**config.mk**
```make
export PLATFORM = sky130hd
export DESIGN_NAME = riscv_multicycle_ctrl_flat
export DESIGN_NICKNAME = d
export VERILOG_FILES = /design/src/rtl/riscv_multicycle_ctrl_pkg.sv /design/src/rtl/riscv_multicycle_ctrl_if.sv /design/src/rtl/riscv_multicycle_ctrl_aludec.sv /design/src/rtl/riscv_multicycle_ctrl.sv /design/src/flat_wrapper.sv
export SDC_FILE = /design/constraint.sdc
export NUM_CORES = 1
export LEC_CHECK = 0
export CAP_MARGIN = 10
export CORE_MARGIN = 2
export CORE_UTILIZATION = 30
export CTS_CLUSTER_SIZE = 20
export DETAILED_ROUTE_END_ITERATION = 6
export SLEW_MARGIN = 20
export SYNTH_ARGS = -nofsm -noshare
export SYNTH_HDL_FRONTEND = slang
export SYNTH_SLANG_ARGS = --single-unit
```
**constraint.sdc**
```tcl
create_clock -name clk -period 2.4 [get_ports clk]
set_clock_uncertainty 0.2 [all_clocks]
set_input_delay 0.48 -clock clk [delete_from_list [all_inputs] [get_ports clk]]
set_output_delay 0.48 -clock clk [all_outputs]
set_load 0.1 [all_outputs]
```
**src/rtl/riscv_multicycle_ctrl_pkg.sv**
```systemverilog
// Shared encodings for the multicycle RV32I controller: states, opcodes, select codes
// and the per-state control word.
package riscv_mc_pkg;

    typedef enum logic [3:0] {
        FETCH    = 4'd0,
        DECODE   = 4'd1,
        MEMADR   = 4'd2,
        MEMREAD  = 4'd3,
        MEMWB    = 4'd4,
        MEMWRITE = 4'd5,
        EXECUTER = 4'd6,
        EXECUTEI = 4'd7,
        ALUWB    = 4'd8,
        BEQ      = 4'd9,
        JAL      = 4'd10
    } statetype_t;

    localparam logic [6:0] OP_LW  = 7'b0000011;
    localparam logic [6:0] OP_SW  = 7'b0100011;
    localparam logic [6:0] OP_R   = 7'b0110011;
    localparam logic [6:0] OP_I   = 7'b0010011;
    localparam logic [6:0] OP_BEQ = 7'b1100011;
    localparam logic [6:0] OP_JAL = 7'b1101111;

    localparam logic [1:0] ALUOP_ADD   = 2'b00;
    localparam logic [1:0] ALUOP_SUB   = 2'b01;
    localparam logic [1:0] ALUOP_FUNCT = 2'b10;

    localparam logic [2:0] ALU_ADD = 3'b000;
    localparam logic [2:0] ALU_SUB = 3'b001;
    localparam logic [2:0] ALU_AND = 3'b010;
    localparam logic [2:0] ALU_OR  = 3'b011;
    localparam logic [2:0] ALU_SLT = 3'b101;

    localparam logic [1:0] IMM_I = 2'b00;
    localparam logic [1:0] IMM_S = 2'b01;
    localparam logic [1:0] IMM_B = 2'b10;
    localparam logic [1:0] IMM_J = 2'b11;

    localparam logic [1:0] RES_ALUOUT    = 2'b00;
    localparam logic [1:0] RES_DATA      = 2'b01;
    localparam logic [1:0] RES_ALURESULT = 2'b10;
    localparam logic [1:0] SRCA_PC       = 2'b00;
    localparam logic [1:0] SRCA_OLDPC    = 2'b01;
    localparam logic [1:0] SRCA_A        = 2'b10;
    localparam logic [1:0] SRCB_WD       = 2'b00;
    localparam logic [1:0] SRCB_IMM      = 2'b01;
    localparam logic [1:0] SRCB_FOUR     = 2'b10;

    typedef struct packed {
        logic       pc_update;
        logic       branch;
        logic       adr_src;
        logic       mem_write;
        logic       ir_write;
        logic       reg_write;
        logic [1:0] result_src;
        logic [1:0] alu_src_a;
        logic [1:0] alu_src_b;
        logic [1:0] alu_op;
    } ctrl_t;

    function automatic ctrl_t state_ctrl(input statetype_t s);
        ctrl_t c;
        c = '0;
        case (s)
            FETCH: begin
                c.ir_write   = 1'b1;
                c.pc_update  = 1'b1;
                c.alu_src_b  = SRCB_FOUR;
                c.result_src = RES_ALURESULT;
            end
            DECODE: begin
                c.alu_src_a = SRCA_OLDPC;
                c.alu_src_b = SRCB_IMM;
            end
            MEMADR: begin
                c.alu_src_a = SRCA_A;
                c.alu_src_b = SRCB_IMM;
            end
            MEMREAD:  c.adr_src = 1'b1;
            MEMWB: begin
                c.result_src = RES_DATA;
                c.reg_write  = 1'b1;
            end
            MEMWRITE: begin
                c.adr_src   = 1'b1;
                c.mem_write = 1'b1;
            end
            EXECUTER: begin
                c.alu_src_a = SRCA_A;
                c.alu_op    = ALUOP_FUNCT;
            end
            EXECUTEI: begin
                c.alu_src_a = SRCA_A;
                c.alu_src_b = SRCB_IMM;
                c.alu_op    = ALUOP_FUNCT;
            end
            ALUWB:    c.reg_write = 1'b1;
            BEQ: begin
                c.alu_src_a = SRCA_A;
                c.alu_op    = ALUOP_SUB;
                c.branch    = 1'b1;
            end
            JAL: begin
                c.alu_src_a = SRCA_OLDPC;
                c.alu_src_b = SRCB_FOUR;
                c.pc_update = 1'b1;
            end
            default: c = '0;
        endcase
        return c;
    endfunction

endpackage

```
**src/rtl/riscv_multicycle_ctrl_if.sv**
```systemverilog
// Controller <-> datapath signal bundle; the datapath is the master, the controller the slave.
interface riscv_multicycle_ctrl_if;
    logic [6:0] op;
    logic [2:0] funct3;
    logic       funct7b5;
    logic       Zero;
    logic       PCWrite;
    logic       AdrSrc;
    logic       MemWrite;
    logic       IRWrite;
    logic [1:0] ResultSrc;
    logic [1:0] ALUSrcA;
    logic [1:0] ALUSrcB;
    logic [2:0] ALUControl;
    logic [1:0] ImmSrc;
    logic       RegWrite;
    logic [3:0] state_o;

    modport master (
        output op, funct3, funct7b5, Zero,
        input  PCWrite, AdrSrc, MemWrite, IRWrite, ResultSrc, ALUSrcA, ALUSrcB,
               ALUControl, ImmSrc, RegWrite, state_o
    );

    modport slave (
        input  op, funct3, funct7b5, Zero,
        output PCWrite, AdrSrc, MemWrite, IRWrite, ResultSrc, ALUSrcA, ALUSrcB,
               ALUControl, ImmSrc, RegWrite, state_o
    );
endinterface

```
**src/rtl/riscv_multicycle_ctrl_aludec.sv**
```systemverilog
// ALU decoder: ALUOp class plus instruction fields select the ALU operation.
module riscv_aludec
    import riscv_mc_pkg::*;
(
    input  logic [1:0] i_alu_op,
    input  logic [2:0] i_funct3,
    input  logic       i_op5,
    input  logic       i_funct7b5,
    output logic [2:0] o_alu_control
);
    always_comb begin
        o_alu_control = ALU_ADD;
        case (i_alu_op)
            ALUOP_SUB: o_alu_control = ALU_SUB;
            ALUOP_FUNCT: begin
                case (i_funct3)
                    // only R-type with funct7b5 is sub; addi carries immediate bits there
                    3'b000:  o_alu_control = (i_op5 & i_funct7b5) ? ALU_SUB : ALU_ADD;
                    3'b010:  o_alu_control = ALU_SLT;
                    3'b110:  o_alu_control = ALU_OR;
                    3'b111:  o_alu_control = ALU_AND;
                    default: o_alu_control = ALU_ADD;
                endcase
            end
            default: o_alu_control = ALU_ADD;
        endcase
    end
endmodule

```
**src/rtl/riscv_multicycle_ctrl.sv**
```systemverilog
// Moore control FSM for the multicycle RV32I core; the control word is registered
// alongside the state, only PCWrite, ImmSrc and ALUControl see live inputs.
module riscv_multicycle_ctrl
    import riscv_mc_pkg::*;
(
    input  logic                     clk,
    input  logic                     reset,
    riscv_multicycle_ctrl_if.slave   bus
);
    statetype_t r_state;
    statetype_t w_next;
    ctrl_t      r_ctrl;
    logic [1:0] w_imm_src;
    logic [2:0] w_alu_control;

    always_comb begin
        w_next = FETCH;
        case (r_state)
            FETCH: w_next = DECODE;
            DECODE: begin
                case (bus.op)
                    OP_LW, OP_SW: w_next = MEMADR;
                    OP_R:         w_next = EXECUTER;
                    OP_I:         w_next = EXECUTEI;
                    OP_BEQ:       w_next = BEQ;
                    OP_JAL:       w_next = JAL;
                    default:      w_next = FETCH;
                endcase
            end
            MEMADR:                  w_next = bus.op[5] ? MEMWRITE : MEMREAD;
            MEMREAD:                 w_next = MEMWB;
            EXECUTER, EXECUTEI, JAL: w_next = ALUWB;
            default:                 w_next = FETCH;
        endcase
    end

    always_ff @(posedge clk or posedge reset) begin
        if (reset) begin
            r_state <= FETCH;
            r_ctrl  <= state_ctrl(FETCH);
        end else begin
            r_state <= w_next;
            r_ctrl  <= state_ctrl(w_next);
        end
    end

    always_comb begin
        case (bus.op)
            OP_SW:   w_imm_src = IMM_S;
            OP_BEQ:  w_imm_src = IMM_B;
            OP_JAL:  w_imm_src = IMM_J;
            default: w_imm_src = IMM_I;
        endcase
    end

    riscv_aludec u_aludec (
        .i_alu_op      (r_ctrl.alu_op),
        .i_funct3      (bus.funct3),
        .i_op5         (bus.op[5]),
        .i_funct7b5    (bus.funct7b5),
        .o_alu_control (w_alu_control)
    );

    // architectural write enables are held off for as long as reset is high
    assign bus.PCWrite    = ~reset & (r_ctrl.pc_update | (r_ctrl.branch & bus.Zero));
    assign bus.IRWrite    = ~reset & r_ctrl.ir_write;
    assign bus.MemWrite   = ~reset & r_ctrl.mem_write;
    assign bus.RegWrite   = ~reset & r_ctrl.reg_write;
    assign bus.AdrSrc     = r_ctrl.adr_src;
    assign bus.ResultSrc  = r_ctrl.result_src;
    assign bus.ALUSrcA    = r_ctrl.alu_src_a;
    assign bus.ALUSrcB    = r_ctrl.alu_src_b;
    assign bus.ALUControl = w_alu_control;
    assign bus.ImmSrc     = w_imm_src;
    assign bus.state_o    = r_state;
endmodule

```
**src/flat_wrapper.sv**
```systemverilog
// flat-port wrapper written by rule: the top's interface ports become plain ports
module riscv_multicycle_ctrl_flat import riscv_mc_pkg::*;
  (clk, reset, bus_op, bus_funct3, bus_funct7b5, bus_Zero, bus_PCWrite, bus_AdrSrc, bus_MemWrite, bus_IRWrite, bus_ResultSrc, bus_ALUSrcA, bus_ALUSrcB, bus_ALUControl, bus_ImmSrc, bus_RegWrite, bus_state_o);
  riscv_multicycle_ctrl_if bus_i ();
  input  logic clk;
  input  logic reset;
  input wire logic [$bits(bus_i.op)-1:0] bus_op;
  input wire logic [$bits(bus_i.funct3)-1:0] bus_funct3;
  input wire logic [$bits(bus_i.funct7b5)-1:0] bus_funct7b5;
  input wire logic [$bits(bus_i.Zero)-1:0] bus_Zero;
  output wire logic [$bits(bus_i.PCWrite)-1:0] bus_PCWrite;
  output wire logic [$bits(bus_i.AdrSrc)-1:0] bus_AdrSrc;
  output wire logic [$bits(bus_i.MemWrite)-1:0] bus_MemWrite;
  output wire logic [$bits(bus_i.IRWrite)-1:0] bus_IRWrite;
  output wire logic [$bits(bus_i.ResultSrc)-1:0] bus_ResultSrc;
  output wire logic [$bits(bus_i.ALUSrcA)-1:0] bus_ALUSrcA;
  output wire logic [$bits(bus_i.ALUSrcB)-1:0] bus_ALUSrcB;
  output wire logic [$bits(bus_i.ALUControl)-1:0] bus_ALUControl;
  output wire logic [$bits(bus_i.ImmSrc)-1:0] bus_ImmSrc;
  output wire logic [$bits(bus_i.RegWrite)-1:0] bus_RegWrite;
  output wire logic [$bits(bus_i.state_o)-1:0] bus_state_o;
  assign bus_i.op = bus_op;
  assign bus_i.funct3 = bus_funct3;
  assign bus_i.funct7b5 = bus_funct7b5;
  assign bus_i.Zero = bus_Zero;
  assign bus_PCWrite = bus_i.PCWrite;
  assign bus_AdrSrc = bus_i.AdrSrc;
  assign bus_MemWrite = bus_i.MemWrite;
  assign bus_IRWrite = bus_i.IRWrite;
  assign bus_ResultSrc = bus_i.ResultSrc;
  assign bus_ALUSrcA = bus_i.ALUSrcA;
  assign bus_ALUSrcB = bus_i.ALUSrcB;
  assign bus_ALUControl = bus_i.ALUControl;
  assign bus_ImmSrc = bus_i.ImmSrc;
  assign bus_RegWrite = bus_i.RegWrite;
  assign bus_state_o = bus_i.state_o;
  riscv_multicycle_ctrl u_core (.clk(clk), .reset(reset), .bus(bus_i));
endmodule
```
After elaboration in Yosys (flattened, before gate mapping)
Index checks and enable logic that the tools add are counted.
- bits in registers: 18
- input port bits: 14
- output and inout bits: 20
- word-level logic and storage cells: 75
- equality and inequality tests: 27
- muxes and demuxes: 17
- bitwise operators: 8
- reductions and logical operators: 12
- operators by type and width (cell ; number):
    $pmux W4 S5 ; 2
    $eq A4 B3 Y1 const B ; 6
    $eq A4 B2 Y1 const B ; 4
    $eq A4 B4 Y1 const B ; 4
    $pmux W2 S2 ; 4
    $eq A7 B6 Y1 const B ; 2
    $eq A7 B7 Y1 const B ; 2
    $pmux W3 S4 ; 1
    $reduce_or A2 Y1 ; 6
    $eq A4 B1 Y1 const B ; 2
    $logic_not A4 Y1 ; 2
    $eq A7 B2 Y1 const B ; 1
    $eq A7 B5 Y1 const B ; 1
    $mux W1 ; 7
    $and A1 B1 Y1 ; 6
    $eq A3 B3 Y1 const B ; 2
    $pmux W2 S3 ; 1
    $pmux W3 S2 ; 1
    $reduce_or A3 Y1 ; 2
    $reduce_or A4 Y1 ; 1
    $eq A3 B2 Y1 const B ; 1
    $logic_not A3 Y1 ; 1
    $mux W3 ; 1
    $eq A2 B1 Y1 const B ; 1
    other kinds (3) ; 3

Depth between registers and ports, before layout
- depth after elaboration: 7
- gate-level depth with buffers: 6
- gate-level depth less buffers: 6

By module
From an unflattened synthesis, not the netlist that was laid out.
- cell total of the unflattened synthesis: 94
- area, all modules: 927.1 µm²
- modules (own cells, without submodules) (module ; instances ; cells each ; area an instance (µm²) ; sequential area each (µm²)):
    riscv_multicycle_ctrl ; 1 ; 83 ; 830.8 ; 404.1
    riscv_aludec ; 1 ; 11 ; 96.3 ; 0.0

Worst setup path before layout
Ideal clock, no wire load.
- kind: flip-flop to output port
- from: register u_core.r_ctrl[0] (netlist bit)
- to: output port bus_ALUControl[2]
- arrival time: 3.525 ns
- required time: 1.720 ns
- slack: -1.805 ns
- stages on the path, launching flop included: 4
- buffers on the path: 0
- cell sequence: dfrtp_1 > inv_1 > ha_1 > nor4_1
- longest elaborated chain between the ends: 2
- elaborated cells between the ends (all ways): 3
- classes of those cells: eq/ne: 2; mux: 1
- ends and longest elaborated chain (what ; line ; text):
    start: declaration ; riscv_multicycle_ctrl.sv:12 ; ctrl_t r_ctrl;
    start signal: assignment ; riscv_multicycle_ctrl.sv:40 ; r_ctrl <= state_ctrl(FETCH);
    start signal: assignment ; riscv_multicycle_ctrl.sv:43 ; r_ctrl <= state_ctrl(w_next);
    $eq A2 B2 Y1 / $eq A2 B1 Y1 (equally long branches) ; riscv_multicycle_ctrl_aludec.sv:13 ; case (i_alu_op)
    $pmux W3 S2 (*) ; riscv_multicycle_ctrl_aludec.sv:13 ;
    end: declaration ; flat_wrapper.sv:18 ; output wire logic [$bits(bus_i.ALUControl)-1:0] bus_ALUControl;
Mark *: on every way between the ends. The rest lies on a longest branch, timed or not.

Worst setup path after layout
- from: input port bus_op[4]
- to: output port bus_ImmSrc[1]
- longest elaborated chain between the ends: 2
- elaborated cells between the ends (all ways): 4
- classes of those cells: eq/ne: 3; mux: 1
- ends and longest elaborated chain (what ; line ; text):
    start: declaration ; flat_wrapper.sv:7 ; input wire logic [$bits(bus_i.op)-1:0] bus_op;
    $eq A7 B7 Y1 / $eq A7 B6 Y1 (equally long branches) ; riscv_multicycle_ctrl.sv:48 ; case (bus.op)
    $pmux W2 S3 (*) ; riscv_multicycle_ctrl.sv:48 ;
    end: declaration ; flat_wrapper.sv:19 ; output wire logic [$bits(bus_i.ImmSrc)-1:0] bus_ImmSrc;
Marked as above.

==> metrics <==
outcome completed; syn nets 108; Post-Route WL 2.01 mm; vias in the first global route 775; register area share after synthesis 45.6%; RSZ-0062 raised after global routing false; routed len/inst 11.2 um; area leader, netlist dfrtp_1; Place WS -0.138 ns; count leader, synth dfrtp_1; Reg area 430 um2; ranking of synthesized cells by area dfrtp_1 37%, dfstp_2 8.4%, buf_4 4.8%, nand4bb_4 2.9%, inv_1 2.8%; fin area 1500 um2; Port-buffer cells 33; H-tree depth 1; Rows 20; Mean Syn Cell Area 10.2 um2; Post-Place Cell Area 1460 um2; most frequent cells after synthesis 14 x dfrtp_1, 7 x inv_1, 7 x nor2_1; Skew-Pair Late Insertion Delay 0.29 ns; die area 3600 um2; Area Overhead vs Synth 59.2%; synthesized area 941 um2; Least-Margin Pin Slew 0.599 ns; crit path DAT 1.59 ns; detailed router's first-iteration violation count 8; nets@finish 152; DRC Markers 0; CTS Hold Buffers Added 0; Synth warnings 0; remaining global-route overflow 0; fin. max-slew vios 0; First-pass DRT Iterations 5; maximum vdd drop 0.246 mV; GPL Wtd Cong 0.839; Fill cells 296; endpoints failing setup 0; first-pass GRT wire length 3.37 mm; slew margin rel. 60.1%; CTS Buf Count 3; Hold WC Path Type reg -> reg; critical path type in -> out; Power Density 872 nW/um2; startpoint types input port; fin crit period 2.27 ns; WP data required 1.72 ns; critical path capture point type output pin; fraction of final layout cells with drive strength greater than 1 44.4%; r2r setup slk 0.37 ns; CTS root buffer clkbuf_4; setup slack after layout 0.126 ns; Worst-path clk slew 0.09 ns; Tot Pwr 1.31 mW; post-synthesis cell type count 38; via/cell ratio 4.56; vias 816; GRT Resource Usage Total 12.8%; Async SR Flop Fraction 100%; initial core utilization 31.1%; Final Hold Fails 0; TritonCTS clock tree yes; fmax 440 MHz; Tcrit/Tclk final 94.7%; Cells after Synth 92; die width 60.0 um; I/O Pins 34; ANT nets after route 0; Leak 0.692 nW; detailed-placement wirelength estimate 1.67 mm; synthesized flop and latch total 17; Clock Sinks 17; initial antenna violation count 0; area of the multi-input gates 474 um2; Yosys top cell area share 37.2%; die height 60.0 um; Core Footprint 3030 um2; count of flip-flops with a built-in enable after synthesis 0; # diodes 0; clk buf depth 2; top_reg_cell synth dfrtp_1; Max-Cap Viols 0; largest net degree at the start of global routing 18; CP max FO 2
per-layer routing:
metal | track usage (%) | up-vias | part of all wire [%]
met4 | 8.57 | 0 | 2.1
met2 | 22.5 | 28 | 52
met1 | 13.6 | 384 | 41
met5 | 0 | - | 0
met3 | 2.60 | 4 | 5.5
li1 | - | 400 | -
critical path, stage by stage:
cell	delay, ns
dlygate4sd2_1	0.24
nand4b_1	0.20
or3b_4	0.43
inv_2	0.08
buf_12	0.17
state kept, by name, summed over array words and instances, names as in the netlist:
name / cells
u_core.bus.ResultSrc: 2
u_core.bus.ALUSrcB: 2
u_core.bus.state_o: 4
u_core.bus.AdrSrc: 1
u_core.bus.ALUSrcA: 2
u_core.r_ctrl: 6
cells in the final DEF, fill, tap and decap left out, drive strengths merged, types with 2 or more instances in the layout:
cell type,n
and2,2
or3,2
nor2,7
or3b,2
nand3,3
ha,2
nand2,6
dfrtp,14
o21ai,3
o22a,2
buf,33
dfstp,3
clkbuf,4
nor2b,3
dlygate4sd2,6
clkdlybuf4s50,6
inv,7
nor3,5
a21oi,5
and3,4
final timing paths:
path                                       startpoint                     to  cells after the start
worst max-delay path                        bus_op[4]          bus_ImmSrc[1]                      5
worst min-delay path            u_core.bus.state_o[1]      u_core.bus.AdrSrc                      2
worst max register to register  u_core.bus.state_o[3]  u_core.bus.ALUSrcB[0]                      5
worst min register to register  u_core.bus.state_o[1]      u_core.bus.AdrSrc                      2
max in group asynchronous                       reset  u_core.bus.state_o[0]                      2
min in group asynchronous                       reset  u_core.bus.ALUSrcA[0]                      2
final cells by class:
| type | count | area share (%) |
|---|---|---|
| well taps | 44 | 3.68 |
| repair buffers | 46 | 32.4 |
| inverters | 7 | 1.75 |
| clock buffers | 4 | 1.75 |
| flip-flops and latches | 17 | 28.7 |
| multi-input cells | 61 | 31.7 |
repair_timing:
| item | CTS | global route |
|---|---|---|
| endpoints found under the setup margin | 3 | 1 |
| buffers inserted | 1 | 0 |
| pin swaps | 3 | 0 |
| gates resized for setup | 9 | 1 |
| endpoints found under the hold margin | 0 | 0 |
per-stage QoR:
stage | utilization (%) | setup TNS [ns] | std cells | hold slack [ns]
after floorplan | - | -0.0500 | 92 | 0.204
after global placement | 48.3 | -0.596 | 174 | 0.452
after detailed placement | 48.3 | -0.822 | 174 | 0.446
after CTS | 49.4 | 0 | 179 | 0.463
after global routing | 49.5 | 0 | 179 | 0.486
final | 49.5 | 0 | 179 | 0.462
where the power goes:
group / internal, mW / leakage (nW) / switching (mW)
Sequential: 0.362 / 0.219 / 0.0411
Clock: 0.0647 / 0.0150 / 0.0807
Combinational: 0.200 / 0.458 / 0.558
cell families after synthesis:
kind of cell | synth area share [%]
simple gates | 29.5
flops | 45.6
compound gates | 11.4
buf+inv | 8.78
fa+ha+maj | 2.66
xor+xnor | 0.931
mux | 1.06
Power figures use the tool's default switching activity.
==> RTL change, RTL diff (config.mk and constraints unchanged) <==
Make the reset (`reset`) synchronous in one clocked block.
--- a/src/rtl/riscv_multicycle_ctrl.sv
+++ b/src/rtl/riscv_multicycle_ctrl.sv
@@ -36,3 +36,3 @@
 
-    always_ff @(posedge clk or posedge reset) begin
+    always_ff @(posedge clk) begin
         if (reset) begin
Function: differs if reset is asserted again (counterexample within 4 cycles, from zero or initial values and one cycle with reset high); with reset held inactive, the same outputs for 10 cycles.
==> RTL change against the original RTL <==
The run now ends with design-rule violations left. Sequential cell count is 1 lower. Routed wire length grew 10%. Design area up 0.25%. Synthesized area is 4.9% lower. Setup slack got worse by 0.089 ns. Synthesized cell count rose by 7.6%. Highest routed layer unchanged.
Power is not compared: it rests on default switching activity, and its combinational part moved more than twofold at a synthesized area within 25%.
==> RTL change: results (changes against the original RTL) <==
[metrics] buffer share of cell area: 35.3% (+2.9 points)
[metrics] clock sinks: 16 (-1)
[metrics] arrival time at the worst endpoint: 1.68 ns (+0.09 ns)
[metrics] post-detailed-route DRC marker count: 2 (+2)
[metrics] area fraction of clock buffers and clock inverters: 1.50% (-0.25 points)
[metrics] cell count after synthesis: 99 (+7.6%)
[metrics] status: complete, but fails checks
[metrics] half-perimeter wire length of the detailed placement result: 1.74 mm (+4.6%)
[metrics] sequential cell area share: 21.4% (-7.3 points)
[metrics] count of distinct cell types in the synthesized netlist: 39 (+2.6%)
[metrics] maximum single-stage delay on the critical path: 0.34 ns (-0.09 ns)
[metrics] top cells by instance count after synthesis: dfxtp_1, nor2_1, a21oi_1, buf_4
[metrics] maximum number of pins on one net before global-route repair: 11 (-7)
[metrics] flip-flop cell with the highest count after synthesis: dfxtp_1
[metrics] fraction of layout cells with a size suffix above 1: 46.9% (+2.5 points)
[metrics] violated checks: design-rule violations
[metrics] share of synthesized area occupied by flip-flops and latches: 35.8% (-9.8 points)
[metrics] non-clock buffer count in the final layout: 52 (+13%)
[metrics] routability congestion estimate from global placement: 0.777 (-7.4%)
[metrics] path type of the worst min-delay path: flip-flop to flip-flop
[metrics] Filler cells: 268 (-9.5%)
[metrics] maximum fanout along the worst path: 3 (+1)
[metrics] slew margin rel.: 67.7% (+7.7 points)
[metrics] Inverters: 4 (-3)
[metrics] family with the most delay on the worst path: simple AND/OR/NAND/NOR gates
[metrics] max reg flops: 5 (-1)
[metrics] post-synthesis async set-or-reset flop share: 0% (-100 points)
[metrics] routed wire length: 2.22 mm (+10%)
[metrics] Max Root-Sink Buffers: 2 (unchanged)
[metrics] Post-Place Worst Slack: -0.227 ns (-0.0892 ns)
[metrics] # clk buffers: 3 (-1)
[metrics] via/cell ratio: 5.08 (+12%)
[metrics] synthesized net count: 115 (+6.5%)
[metrics] post-layout instance count excluding filler cells: 178 (-0.56%)
[metrics] worst-skew pair later-pin latency: 0.27 ns (-0.02 ns)
[metrics] Multi-Input Combinational: 72 (+18%)
[metrics] Layout area overhead: 67.8%
[metrics] 1st-pass router iterations: 6 (+1)
[metrics] placed standard-cell area: 1470 sq um (+0.43%)
[metrics] cell with the largest stage delay on the worst path: and4bb_4
[metrics] DRC marker count from the first detailed-route iteration: 32 (+24)
[metrics] Reg with most FFs: u_core.r_ctrl
[metrics] top area cells in the synthesized netlist: dfxtp_1, buf_4, nor3b_1, nor2_1, a21oi_1
[metrics] multi-input logic portion of the cell area: 38.2% (+6.5 points)
[metrics] antenna violations before repair: 0 (unchanged)
[metrics] Core Footprint: 2810 sq um (-7.4%)
[metrics] wire length of the first global-routing pass: 3.78 mm (+12%)
[metrics] Placed Instances: 173 (-0.57%)
[metrics] via count of the first global-routing pass: 856 (+10%)
[metrics] leakage component of the power: 0.655 nW
[metrics] GR Util All Layers: 14.2% (+1.4 points)
## RTL change: cell types whose count changed in the layout (fill, tap and decap cells not counted), moves of 2 or more
cell     change
inv_1        -3
buf_4        +6
nor2_2       +3
o21ai_0      +3
o21a_1       +2
nor3b_1      +4
nand3_1      -2
a21o_1       +2
a21oi_1      +2
dfrtp_1     -13
dfstp_2      -3
dfxtp_1     +15
nor3_1       -2
## RTL change: repair_timing
| action | in CTS | in global routing |
|---|---|---|
| buffers inserted | 2 | 0 |
| gates resized for setup | 8 | 2 |
| pin swaps | 5 | 3 |
| setup endpoints to repair | 3 | 2 |
## RTL change: worst paths after layout
path	end	depth (start not counted)	startpoint	slack (ns)
setup reg to reg	u_core.bus.ALUSrcB[0]	4	u_core.bus.state_o[3]	0.44
hold reg to reg	u_core.bus.state_o[2]	2	u_core.bus.state_o[2]	0.45
setup / recovery	bus_ImmSrc[0]	6	bus_op[3]	0.04
hold / removal	u_core.bus.state_o[2]	2	u_core.bus.state_o[2]	0.45
## RTL change: cells by family (layout without fill, tap and decap cells)
logic type	count (synthesis)	in the layout	synth area share, %
DFF	16	16	35.8
xor gates and xnor gates	1	1	0.979
adders and majority gates	2	2	2.80
buffers and inverters	11	59	7.13
AOI/OAI and AO/OA	21	21	16.5
and+or+nand+nor	48	48	36.8
## RTL change: metal layers
metal	part of all wire [%]	global-route usage, %
met5	0	0
met4	0.41	2.92
met3	7.7	5.05
met2	49	23.6
met1	43	17.8
## RTL change: power groups by stage
stage                     registers [W]  logic, W  clock network [W]
final                          0.000278  0.000191           0.000128
after global routing           0.000279  0.000201           0.000153
after CTS                      0.000278  0.000191           0.000136
after detailed placement       0.000284  0.000193                  0
after global placement         0.000284  0.000193                  0
after floorplan                0.000296  0.000114                  0
